<file path="src/rtl/pipeline_ctrl.sv">
// Stall/flush sequencer for the 5-stage pipeline: per-register hold/bubble controls plus PC redirect.
// Optional perf counters guarded by PIPE_CTRL_PERF_EN; outputs are combinational, state is registered.
module pipeline_ctrl #(
  parameter int ADDR_WIDTH       = 32,
  parameter int EXC_FLUSH_CYCLES = 2
) (
  input  logic                  clk,
  input  logic                  rst,
  input  logic                  if_stall_i,
  input  logic                  id_stall_i,
  input  logic                  ex_stall_i,
  input  logic                  mem_stall_i,
  input  logic                  br_taken_i,
  input  logic [ADDR_WIDTH-1:0] br_target_i,
  input  logic                  exc_i,
  input  logic [ADDR_WIDTH-1:0] exc_target_i,
  output logic [4:0]            stall_o,
  output logic [4:0]            flush_o,
  output logic                  redirect_o,
  output logic [ADDR_WIDTH-1:0] redirect_target_o
`ifdef PIPE_CTRL_PERF_EN
  ,
  output logic [31:0]           stall_cycles_o,
  output logic [31:0]           flush_events_o
`endif
);

  typedef enum logic [1:0] {S_RUN, S_PEND, S_FLUSH} state_t;

  localparam logic [3:0] FLUSH_INIT = 4'(EXC_FLUSH_CYCLES);

  state_t                r_state;
  logic [3:0]            r_cnt;
  logic [ADDR_WIDTH-1:0] r_tgt;
  logic                  r_pend_exc;

  state_t                w_nstate;
  logic [3:0]            w_ncnt;
  logic [ADDR_WIDTH-1:0] w_ntgt;
  logic                  w_npexc;
  logic [4:0]            w_stall;
  logic [4:0]            w_flush;
  logic                  w_redir;
  logic [ADDR_WIDTH-1:0] w_tgt_sel;
  logic                  w_down_stall;
  logic                  w_pc_load;

  assign w_down_stall = id_stall_i | ex_stall_i | mem_stall_i;

  always_comb begin
    w_stall   = 5'b00000;
    w_flush   = 5'b00000;
    w_redir   = 1'b0;
    w_tgt_sel = '0;
    w_nstate  = r_state;
    w_ncnt    = r_cnt;
    w_ntgt    = r_tgt;
    w_npexc   = r_pend_exc;
    if (exc_i) begin
      w_flush   = 5'b11110;
      w_redir   = 1'b1;
      w_tgt_sel = exc_target_i;
      if (if_stall_i) begin
        w_nstate = S_PEND;
        w_ntgt   = exc_target_i;
        w_npexc  = 1'b1;
      end else begin
        w_nstate = S_FLUSH;
        w_ncnt   = FLUSH_INIT;
        w_npexc  = 1'b0;
      end
    end else begin
      // Highest stalled stage wins: it holds everything upstream and bubbles itself.
      if (mem_stall_i) begin
        w_stall = 5'b01111;
        w_flush = 5'b10000;
      end else if (ex_stall_i) begin
        w_stall = 5'b00111;
        w_flush = 5'b01000;
      end else if (id_stall_i) begin
        w_stall = 5'b00011;
        w_flush = 5'b00100;
      end else if (if_stall_i) begin
        w_stall = 5'b00001;
        w_flush = 5'b00010;
      end
      case (r_state)
        S_RUN: begin
          // A branch under a downstream stall is dropped; ID presents it again.
          if (br_taken_i && !w_down_stall) begin
            if (!if_stall_i) begin
              w_redir    = 1'b1;
              w_tgt_sel  = br_target_i;
              w_flush[1] = 1'b1;
            end else begin
              w_nstate = S_PEND;
              w_ntgt   = br_target_i;
              w_npexc  = 1'b0;
            end
          end
        end
        S_PEND: begin
          w_redir   = 1'b1;
          w_tgt_sel = r_tgt;
          if (!w_stall[1]) w_flush[1] = 1'b1;
          if (!w_stall[0]) begin
            w_nstate = r_pend_exc ? S_FLUSH : S_RUN;
            w_ncnt   = r_pend_exc ? FLUSH_INIT : 4'd0;
            w_npexc  = 1'b0;
          end
        end
        S_FLUSH: begin
          w_flush[1] = 1'b1;
          if (!w_stall[1]) begin
            if (r_cnt <= 4'd1) begin
              w_nstate = S_RUN;
              w_ncnt   = 4'd0;
            end else begin
              w_ncnt = r_cnt - 4'd1;
            end
          end
        end
        default: w_nstate = S_RUN;
      endcase
    end
  end

  // The exception cycle itself does not load the PC when fetch is stalled; PEND repeats it.
  assign w_pc_load = w_redir && !w_stall[0] && !(exc_i && if_stall_i);

  assign stall_o           = rst ? 5'b00000 : w_stall;
  assign flush_o           = rst ? 5'b00000 : w_flush;
  assign redirect_o        = rst ? 1'b0 : w_redir;
  assign redirect_target_o = rst ? '0 : w_tgt_sel;

  always_ff @(posedge clk or posedge rst) begin
    if (rst) begin
      r_state    <= S_RUN;
      r_cnt      <= 4'd0;
      r_tgt      <= '0;
      r_pend_exc <= 1'b0;
    end else begin
      r_state    <= w_nstate;
      r_cnt      <= w_ncnt;
      r_tgt      <= w_ntgt;
      r_pend_exc <= w_npexc;
    end
  end

`ifdef PIPE_CTRL_PERF_EN
  logic [31:0] r_stall_cycles;
  logic [31:0] r_flush_events;

  always_ff @(posedge clk or posedge rst) begin
    if (rst) begin
      r_stall_cycles <= 32'd0;
      r_flush_events <= 32'd0;
    end else begin
      if (w_stall[0]) r_stall_cycles <= r_stall_cycles + 32'd1;
      if (w_pc_load)  r_flush_events <= r_flush_events + 32'd1;
    end
  end

  assign stall_cycles_o = r_stall_cycles;
  assign flush_events_o = r_flush_events;
`else
  logic w_unused;
  assign w_unused = w_pc_load;
`endif

endmodule

</file>
<file path="config.mk">
export PLATFORM = sky130hd
export DESIGN_NAME = pipeline_ctrl
export DESIGN_NICKNAME = d
export VERILOG_FILES = /design/src/rtl/pipeline_ctrl.sv
export SDC_FILE = /design/constraint.sdc
export NUM_CORES = 1
export LEC_CHECK = 0
export BUFFER_PORTS_ARGS = -buffer_cell sky130_fd_sc_hd__buf_2
export CAP_MARGIN = 20
export CORE_AREA = 2 2 115 117
export CTS_BUF_LIST = sky130_fd_sc_hd__clkbuf_4 sky130_fd_sc_hd__clkbuf_8
export DETAILED_ROUTE_END_ITERATION = 16
export DIE_AREA = 0 0 117 119
export PLACE_DENSITY_LB_ADDON = 0.3
export SETUP_SLACK_MARGIN = 0.05
export SYNTH_ARGS = -nofsm -noshare
export SYNTH_HDL_FRONTEND = slang
export SYNTH_SLANG_ARGS = --single-unit
</file>
<file path="constraint.sdc">
create_clock -name clk -period 1.8 [get_ports clk]
set_input_delay 0.27 -clock clk [delete_from_list [all_inputs] [get_ports clk]]
set_output_delay 0.27 -clock clk [all_outputs]
set_load 0.01 [all_outputs]
</file>
After elaboration in Yosys (flattened, before gate mapping)
Cells that the tools add are included.

cells by class
  add/subtract/negate cells = 1
  $mul = 0
  divide/modulo/power cells = 0
  order comparisons = 1
  equal/unequal tests = 10
  shift operators = 0
  multiplexer cells = 54
  bitwise logic cells = 2
  reductions and logical operators = 11

operators by type and width
  kind                 number
  $mux 32              9
  $pmux 32 s2          1
  $mux 5               6
  $mux 4               7
  $mux 2               11
  $ne 3x3->1 const B   6
  $mux 1               13
  $reduce_and 4->1     3
  $pmux 4 s2           1
  $mux 3               2
  $pmux 2 s3           1
  $reduce_bool 3->1    2
  $reduce_and 5->1     1
  $le 4x1->1 const B   1
  $ne 2x2->1 const B   2
  $pmux 1 s2           2
  $reduce_bool 2->1    2
  $sub 4x1->4 const B  1
  $pmux 1 s3           1
  $eq 2x1->1 const B   1
  $eq 2x2->1 const B   1
  $logic_not 2->1      1
  $or 1x1->1           2
  $logic_and 1x1->1    1
  $logic_not 1->1      1

word-level totals
  register bits after elaboration = 39
  latch bits = 0
  bits in writable memories = 0
  memory bits (read-only) = 0
  input bits = 72
  memories kept = 0

Logic depth before layout (Yosys ltp)
Gate-level depths: netlist of run 1.

  word-level depth = 9
  gate-level depth with buffers = 7
  depth with buffers taken out = 5

Least setup slack after synthesis of run 1
Ideal clock, no wire load.

  kind = register to output
  start point = reg r_state[1]
  end point = out redirect_target_o[1]
  arrival time = 1679 ps
  data required time = 1530 ps
  slack = -149 ps
  cell stages (with the launch flop) = 7
  path buffers = 2
  cells stage by stage = dfrtp_1 -> buf_2 -> nor4_1 -> and4bb_2 -> buf_2 -> a222oi_1 -> nor3_1

on the way
  word-level cells in the longest chain between the ends = 4
  elaborated cells on any way between the ends = 5

RTL lines
  item                                           RTL line  text
  start: declaration                             32        state_t r_state;
  start signal: assignment                       143       r_state <= w_nstate;
  $eq 2x1->1 or $logic_not 2->1 (tied branches)  87        case (r_state)
  $pmux 32 s2 *                                  87
  $mux 32 *                                      59        if (exc_i) begin
  $mux 32 *                                      134       assign redirect_target_o = rst ? '0 : w_tgt_sel;
  end: declaration                               20        output logic [ADDR_WIDTH-1:0] redirect_target_o

Mark *: on every way between the ends. The rest lies on a longest branch, timed or not.

Worst setup path after layout of run 1
  start point = reg r_state[1]
  end point = out redirect_target_o[0]

Same word-level chain as after synthesis.

==> results by group, run 1 <==
Route
  • Final WL: 8.58 mm
  • DRC: 0
  • Via density: 4.85
  • Drt first pass iters: 6
  • Final ANT Viol Nets: 0
  • Drt wl/cell: 13.8 um
  • DRT iter0 DRCs: 228
  • Via count: 3006

Global route
  • Vias in the first global route: 2829
  • Pin count of the biggest net entering global routing: 49
  • Remaining Overflow, GRT: 0
  • Initial antenna violation count: 0
  • First-pass GRT wire length: 13.9 mm
  • Total GRT Usage: 12.4%

STA
  • Hold Fails Final Rpt: 0
  • Final setup vio count: 32
  • Final Critical Period: 2.05 ns
  • Clk_skew: 0.00304 ns
  • Period utilisation layout: 114%
  • Max-slew violation count: 0
  • RSZ-0062 raised after global routing: yes
  • Worst-Margin Slew: 0.516 ns
  • Max-slew headroom: 65.6%
  • Fmax: 487 MHz
  • Final WS setup: -0.251 ns

Pwr
  • Lkg Pwr: 1.84 nW
  • Pwr Density: 644 nW/um^2
  • Final Power: 2.59 mW
  • Peak supply drop: 0.000262 V

Finish
  • Final Cell Area: 4020 um^2
  • Share of layout cells above drive strength 1: 45.9%
  • Net count, final: 517
  • Non-filler instance count after layout: 620
  • Diodes inserted: 0
  • Layout Utilization: 31.3%
  • Fill cell count: 1362
  • Sequential Area: 976 um^2
  • Layout area overhead: 40.3%
  • Area of the multi-input gates: 1860 um^2

Clocking
  • Setup bufs post-CTS: 0
  • Clk Latency, worst-skew pair: 0.29 ns
  • Cts-stage hold buffer count: 0
  • CTS H-tree depth: 2
  • CTS tree: yes
  • Clk sink count: 39
  • Clk slew on worst S/H paths: 0.08 ns
  • Clk root buf: clkbuf_8
  • Clock Path Buffers: 2
  • Inserted Clock Buffers: 5

Setup path
  • Arrival @ worst endpoint: 1.78 ns
  • Reg-to-reg slack, setup: 0.10 ns
  • Endpoint class of the critical path: output pin
  • Critical path type: reg -> out
  • WP data required: 1.53 ns
  • R2r endpoint: r_cnt[2]
  • Worst reg2reg path depth: 5
  • Worst r2r src: r_state[0]
  • Slowest cell on crit path: dfrtp_1
  • CP cell instances: nor4_4 -> and4bb_4 -> buf_12 -> a222oi_1 -> nor3_1 -> buf_2
  • Startpoint types: flip-flop
  • Slowest stage delay, CP: 0.41 ns
  • Worst-path maximum fanout: 7

Synthesis
  • Syn Area/Cell: 8.56 um^2
  • Post-synth EDFFs: 0
  • Cells after Synth: 335
  • Cell taking the most area after synthesis: dfrtp_1
  • Async S/R FF share, synth: 100%
  • Synth cell types: 36
  • Top-area cell type share of the netlist area: 34.0%
  • Synth Flop Type: dfrtp_1
  • Sequential share of the synthesized area: 34.0%
  • Leading post-synthesis cells by cell area: dfrtp_1, mux2i_1, a222oi_1
  • Number of synthesized register bits: 39
  • Mapped Area: 2870 um^2
  • Count leader, synth: dfrtp_1
  • Top cells by count, synth: dfrtp_1, a21oi_1, nor3_1, nand2_1, mux2i_1
  • Yosys warns: 0

Min path
  • Hold Path Depth: 3
  • Worst hold start: br_target_i[23]
  • Hold EP: r_tgt[23]
  • Hold Path Class: in -> reg

Floorplan
  • IO Count: 115
  • Die X: 117 um
  • Starting density of the core: 22.3%
  • Die height: 119 um
  • DIE AREA: 13900 um^2
  • Core Region: 12900 um^2
  • Num rows: 42

Status
  • Failing checks: negative setup slack
  • Status: complete, but fails checks

Placement
  • Area after DPL: 3880 um^2
  • HPWL after DPL: 6.34 mm
  • Port Buffers: 112
  • Inst Count DP: 611
  • Gpl congestion: 0.756
  • Place WS: -0.115 ns

Job
  • Max capacitance violation total: 0
==> timing repair <==
item | CTS | global route
gates resized for setup | 0 | 6
pin swaps | 2 | 1
gates cloned | 0 | 1
hold endpoints to repair | 0 | 0
setup endpoints to repair | 32 | 37
==> metal layers <==
layer	GRT usage (%)	part of all wire (%)	up-vias
met1	16.1	46	1422
met4	2.57	0.71	0
met3	2.19	4.1	5
met2	21.4	49	82
met5	0	0	-
li1	-	-	1497
==> final cells by class <==
type | instances | share of cell area [%]
Timing Repair Buffer | 138 | 21.1
Clock buffer | 7 | 2.08
Clock inverter | 1 | 0.124
Tap cell | 176 | 5.47
Sequential cell | 39 | 24.3
Inverter | 6 | 0.653
Multi-Input combinational cell | 253 | 46.3
==> report_power, final <==
group / switching [mW] / internal, mW / total (mW)
sequential: 0.0791 / 1.00 / 1.08
combinational: 0.504 / 0.391 / 0.895
clock: 0.314 / 0.303 / 0.617
total: 0.898 / 1.70 / 2.59
==> sequential cells by signal (all words and copies together), names as in the netlist <==
signal / cells
r_tgt: 32
r_cnt: 4
r_state: 2
r_pend_exc: 1
==> stage by stage <==
stage	hold WS [ns]	TNS (ns)
floorplan	0.424	0
global placement	0.465	-1.63
detailed placement	0.471	-1.59
CTS	0.255	-7.21
global route	0.256	-9.84
finish	0.262	-6.23
==> worst max path at each step <==
stage / from / to / slack, ns / cells after the start
final: r_state[1] / redirect_target_o[0] / -0.25 / 6
after global routing: r_state[1] / redirect_target_o[31] / -0.36 / 6
after detailed placement: mem_stall_i / redirect_target_o[31] / -0.11 / 7
after global placement: mem_stall_i / redirect_target_o[0] / -0.12 / 7
after CTS: r_state[1] / redirect_target_o[31] / -0.29 / 6
after floorplan: r_state[1] / redirect_target_o[23] / 0.007 / 6
==> layout by cell type (no fill, tap or decap), drive strengths merged <==
| cell | netlist | routed |
|---|---|---|
| inv | 6 | 5 |
| dfrtp | 39 | 39 |
| or3 | 2 | 2 |
| a21boi | 1 | 1 |
| ha | 2 | 2 |
| buf | 17 | 137 |
| nand3 | 1 | 1 |
| and4bb | 1 | 1 |
| nand4 | 1 | 1 |
| a221oi | 1 | 1 |
| nor2 | 11 | 11 |
| nand2b | 1 | 1 |
| nor4 | 2 | 2 |
| nor3 | 38 | 38 |
| nor2b | 1 | 1 |
| o22ai | 2 | 2 |
| a222oi | 32 | 32 |
| o21ai | 38 | 38 |
| or3b | 1 | 1 |
| mux2i | 34 | 34 |
| a21o | 1 | 1 |
| a21oi | 38 | 38 |
| o211ai | 1 | 1 |
| and2 | 1 | 1 |
| clkinv | 0 | 1 |
| a31oi | 3 | 3 |
| o21a | 1 | 1 |
| conb | 1 | 2 |
| clkinvlp | 0 | 1 |
| o41a | 1 | 1 |
| nand2 | 36 | 36 |
| clkbuf | 21 | 8 |
==> critical path, delay by kind of cell, from the launching register on <==
kind                   cells  cell delay, ns
AND/OR/NAND/NOR            3            0.70
flip-flops                 1            0.41
AO/OA/AOI/OAI              1            0.08
buffers and inverters      2            0.30
==> logic make-up (layout without fill, tap and decap cells) <==
kind of cell	after synthesis	count (layout)	share of synthesized area [%]
compound gates	119	119	29.5
fa+ha+maj	2	2	0.872
buf+inv	44	152	7.98
flops	39	39	34.0
mux	34	34	11.9
other cells	1	2	0.131
simple gates	96	96	15.6
(Power assumes the default switching activity.)
==> run 2: changes to the inputs <==
==> constraint.sdc (replaced) <==
create_clock -name clk -period 1.8 [get_ports clk]
set_input_delay 0.09 -clock clk [delete_from_list [all_inputs] [get_ports clk]]
set_output_delay 0.09 -clock clk [all_outputs]
set_load 0.01 [all_outputs]
==> results by group, run 2 (synthesis results as in run 1) <==
Status
  • Status: complete, but fails checks
  • Failing checks: negative setup slack

STA
  • RSZ-0062 raised after global routing: yes
  • Worst hold slack: 0.0912 ns (-0.170 ns)
  • Clk_skew: 0.00995 ns (+0.00691 ns)
  • Setup TNS Final: -2.46 ns (+3.77 ns)
  • Max-slew violation count: 0 (unchanged)
  • Fmax: 518 MHz (+6.3%)
  • Hold Fails Final Rpt: 0 (unchanged)
  • Final WS setup: -0.130 ns (+0.121 ns)
  • Final setup vio count: 32 (unchanged)
  • Max-slew headroom: 64.3% (-1.4 points)
  • Worst-Margin Slew: 0.536 ns (+0.0203 ns)
  • Final Critical Period: 1.93 ns (-0.121 ns)
  • Period utilisation layout: 107% (-6.7 points)

Pwr
  • Clk pwr share: 25.3% (+1.5 points)
  • Power Internal: 1.78 mW (+4.8%)
  • Net switching power: 896 uW (-0.15%)
  • Lkg Pwr: 1.88 nW (+2.1%)
  • Combinational power share: 34.2% (-0.3 points)
  • Pwr Density: 653 nW/um^2 (+1.3%)
  • Sequential power share: 40.6% (-1.1 points)
  • Peak supply drop: 0.000310 V (+18%)
  • Net Sw Frac: 33.5% (-1.1 points)

Setup path
  • Worst reg2reg path depth: 6 (+1)
  • Critical path type: reg -> out
  • Reg-to-reg slack, setup: 0.12 ns (+0.02 ns)
  • Startpoint types: flip-flop
  • Critical Path End: redirect_target_o[0]
  • Worst-path maximum fanout: 7 (unchanged)
  • R2r endpoint: r_tgt[12]
  • Worst r2r src: r_state[1]
  • Slowest cell on crit path: dfrtp_1
  • Endpoint class of the critical path: output pin
  • Most used cell, CP: buf_12
  • CP cell instances: nor4_4 -> and4bb_4 -> buf_12 -> buf_12 -> a222oi_1 -> nor3_1 -> buf_2
  • Arrival @ worst endpoint: 1.84 ns (+0.06 ns)
  • WP data required: 1.71 ns (+0.18 ns)
  • Slowest stage delay, CP: 0.42 ns (about the same)
  • Critical Path Start: r_state[1]

Finish
  • Diodes inserted: 0 (unchanged)
  • Layout area overhead: 42.8%
  • Net count, final: 518 (+0.19%)
  • Max reg flops: 32 (unchanged)
  • Fill cell count: 1365 (+0.22%)
  • Share of layout cells above drive strength 1: 43.8% (-2.1 points)
  • Biggest regs: r_tgt: 32 flops, r_cnt: 4 flops, r_state: 2 flops
  • Non-filler instance count after layout: 621 (+0.16%)
  • Highest-count cells in the layout ignoring fill and taps: buf_2, a21oi_1, dfrtp_1
  • Final Cell Area: 4100 um^2 (+1.8%)
  • Commonest non-fill, non-tap cell in the layout: buf_2
  • Biggest register: r_tgt

Route
  • Metal2 WL: 4.21 mm (-0.43%)
  • Final WL: 8.69 mm (+1.3%)
  • Drt wl/cell: 14.0 um (+1.2%)
  • Max layer used: met4
  • Final ANT Viol Nets: 0 (unchanged)
  • DRT iter0 DRCs: 269 (+18%)
  • Met3 WL: 445 um (+27%)
  • Metal1 wirelength: 4.00 mm (+1.6%)
  • Via density: 4.92 (+1.4%)
  • DRC: 0 (unchanged)
  • Drt first pass iters: 10 (+4)
  • Via count: 3054 (+1.6%)

Clocking
  • Clk sink count: 39 (unchanged)
  • Inserted Clock Buffers: 5 (unchanged)
  • Clk Latency, worst-skew pair: 0.29 ns (about the same)
  • CTS H-tree depth: 2 (unchanged)
  • Clk slew on worst S/H paths: 0.08 ns (about the same)
  • CTS tree: yes
  • Cts-stage hold buffer count: 0 (unchanged)
  • Clock Path Buffers: 2 (unchanged)
  • Clk root buf: clkbuf_8

Min path
  • Hold Path Class: in -> reg

Floorplan
  • Die X: 117 um (unchanged)
  • DIE AREA: 13900 um^2 (unchanged)
  • Num rows: 42 (unchanged)
  • Starting density of the core: 22.3% (unchanged)
  • IO Count: 115 (unchanged)
  • Core Region: 12900 um^2 (unchanged)
  • Die height: 119 um (unchanged)

Placement
  • Inst Count DP: 605 (-0.98%)
  • HPWL after DPL: 6.33 mm (-0.17%)
  • Gpl congestion: 0.769 (+1.7%)
  • Area after DPL: 3790 um^2 (-2.4%)
  • Port Buffers: 112 (unchanged)
  • Place WS: -0.0312 ns (+0.0836 ns)

Global route
  • Remaining Overflow, GRT: 0 (unchanged)
  • First-pass GRT wire length: 14.0 mm (+0.55%)
  • Total GRT Usage: 12.5% (+0.12 points)
  • Vias in the first global route: 2855 (+0.92%)
  • Pin count of the biggest net entering global routing: 67 (+37%)
  • Initial antenna violation count: 0 (unchanged)

Job
  • Max capacitance violation total: 0 (unchanged)
-- run 2: cell count changes in the layout (fill, tap and decap cells not counted), moves of 2 or more --
cell / change
nor3_2: -10
buf_6: +3
buf_4: -7
clkbuf_8: +2
buf_12: +4
buf_16: +2
nor3_1: +10
-- run 2: area by class of cell --
class                           count  area, um^2  area share [%]
Clock buffer                        8         104            2.54
Inverter                            6        22.5           0.550
Multi-Input combinational cell    253        1830            44.7
Sequential cell                    39         977            23.9
Tap cell                          176         220            5.38
Timing Repair Buffer              139         942            23.0
-- run 2: critical path, delay by kind of cell (launching register included) --
| family | cells | cell delay, ns |
|---|---|---|
| flops | 1 | 0.42 |
| compound gates | 1 | 0.09 |
| buf+inv | 3 | 0.41 |
| simple gates | 3 | 0.64 |
-- run 2: worst min path at each step --
| stage | from | to | slack (ns) | cells past startpoint |
|---|---|---|---|---|
| after floorplan | br_target_i[16] | r_tgt[16] | 0.27 | 2 |
| after global placement | br_target_i[14] | r_tgt[14] | 0.38 | 3 |
| after detailed placement | br_target_i[13] | r_tgt[13] | 0.39 | 3 |
| after CTS | br_target_i[3] | r_tgt[3] | 0.08 | 3 |
| after global routing | br_target_i[31] | r_tgt[31] | 0.08 | 3 |
| final | br_target_i[3] | r_tgt[3] | 0.09 | 3 |
-- run 2: metrics by stage --
step	util, %	power [mW]
3_5_place_dp	29.4	1.98
4_1_cts	31.4	2.72
5_1_grt	31.8	2.88
6_report	31.8	2.67
3_3_place_gp	29.4	1.96
2_1_floorplan	-	1.65
-- run 2: layer usage --
metal	global-route usage, %	vias to the layer above
li1	-	1510
met4	2.50	0
met5	0	-
met3	2.39	2
met2	20.2	99
met1	17.4	1443
-- run 2: power groups by stage --
stage | sequential [mW] | clock (mW) | combinational (mW)
after CTS | 1.08 | 0.725 | 0.908
after global routing | 1.10 | 0.759 | 1.02
after detailed placement | 1.10 | 0 | 0.886
after floorplan | 1.07 | 0 | 0.586
after global placement | 1.10 | 0 | 0.865
final | 1.08 | 0.676 | 0.914
-- run 2: what timing repair did --
action                                  in CTS  in global routing
resized for setup                            8                 10
cloned                                       2                  0
pin swaps                                   32                  4
endpoints found under the setup margin      32                 54
setup buffers                                6                  0
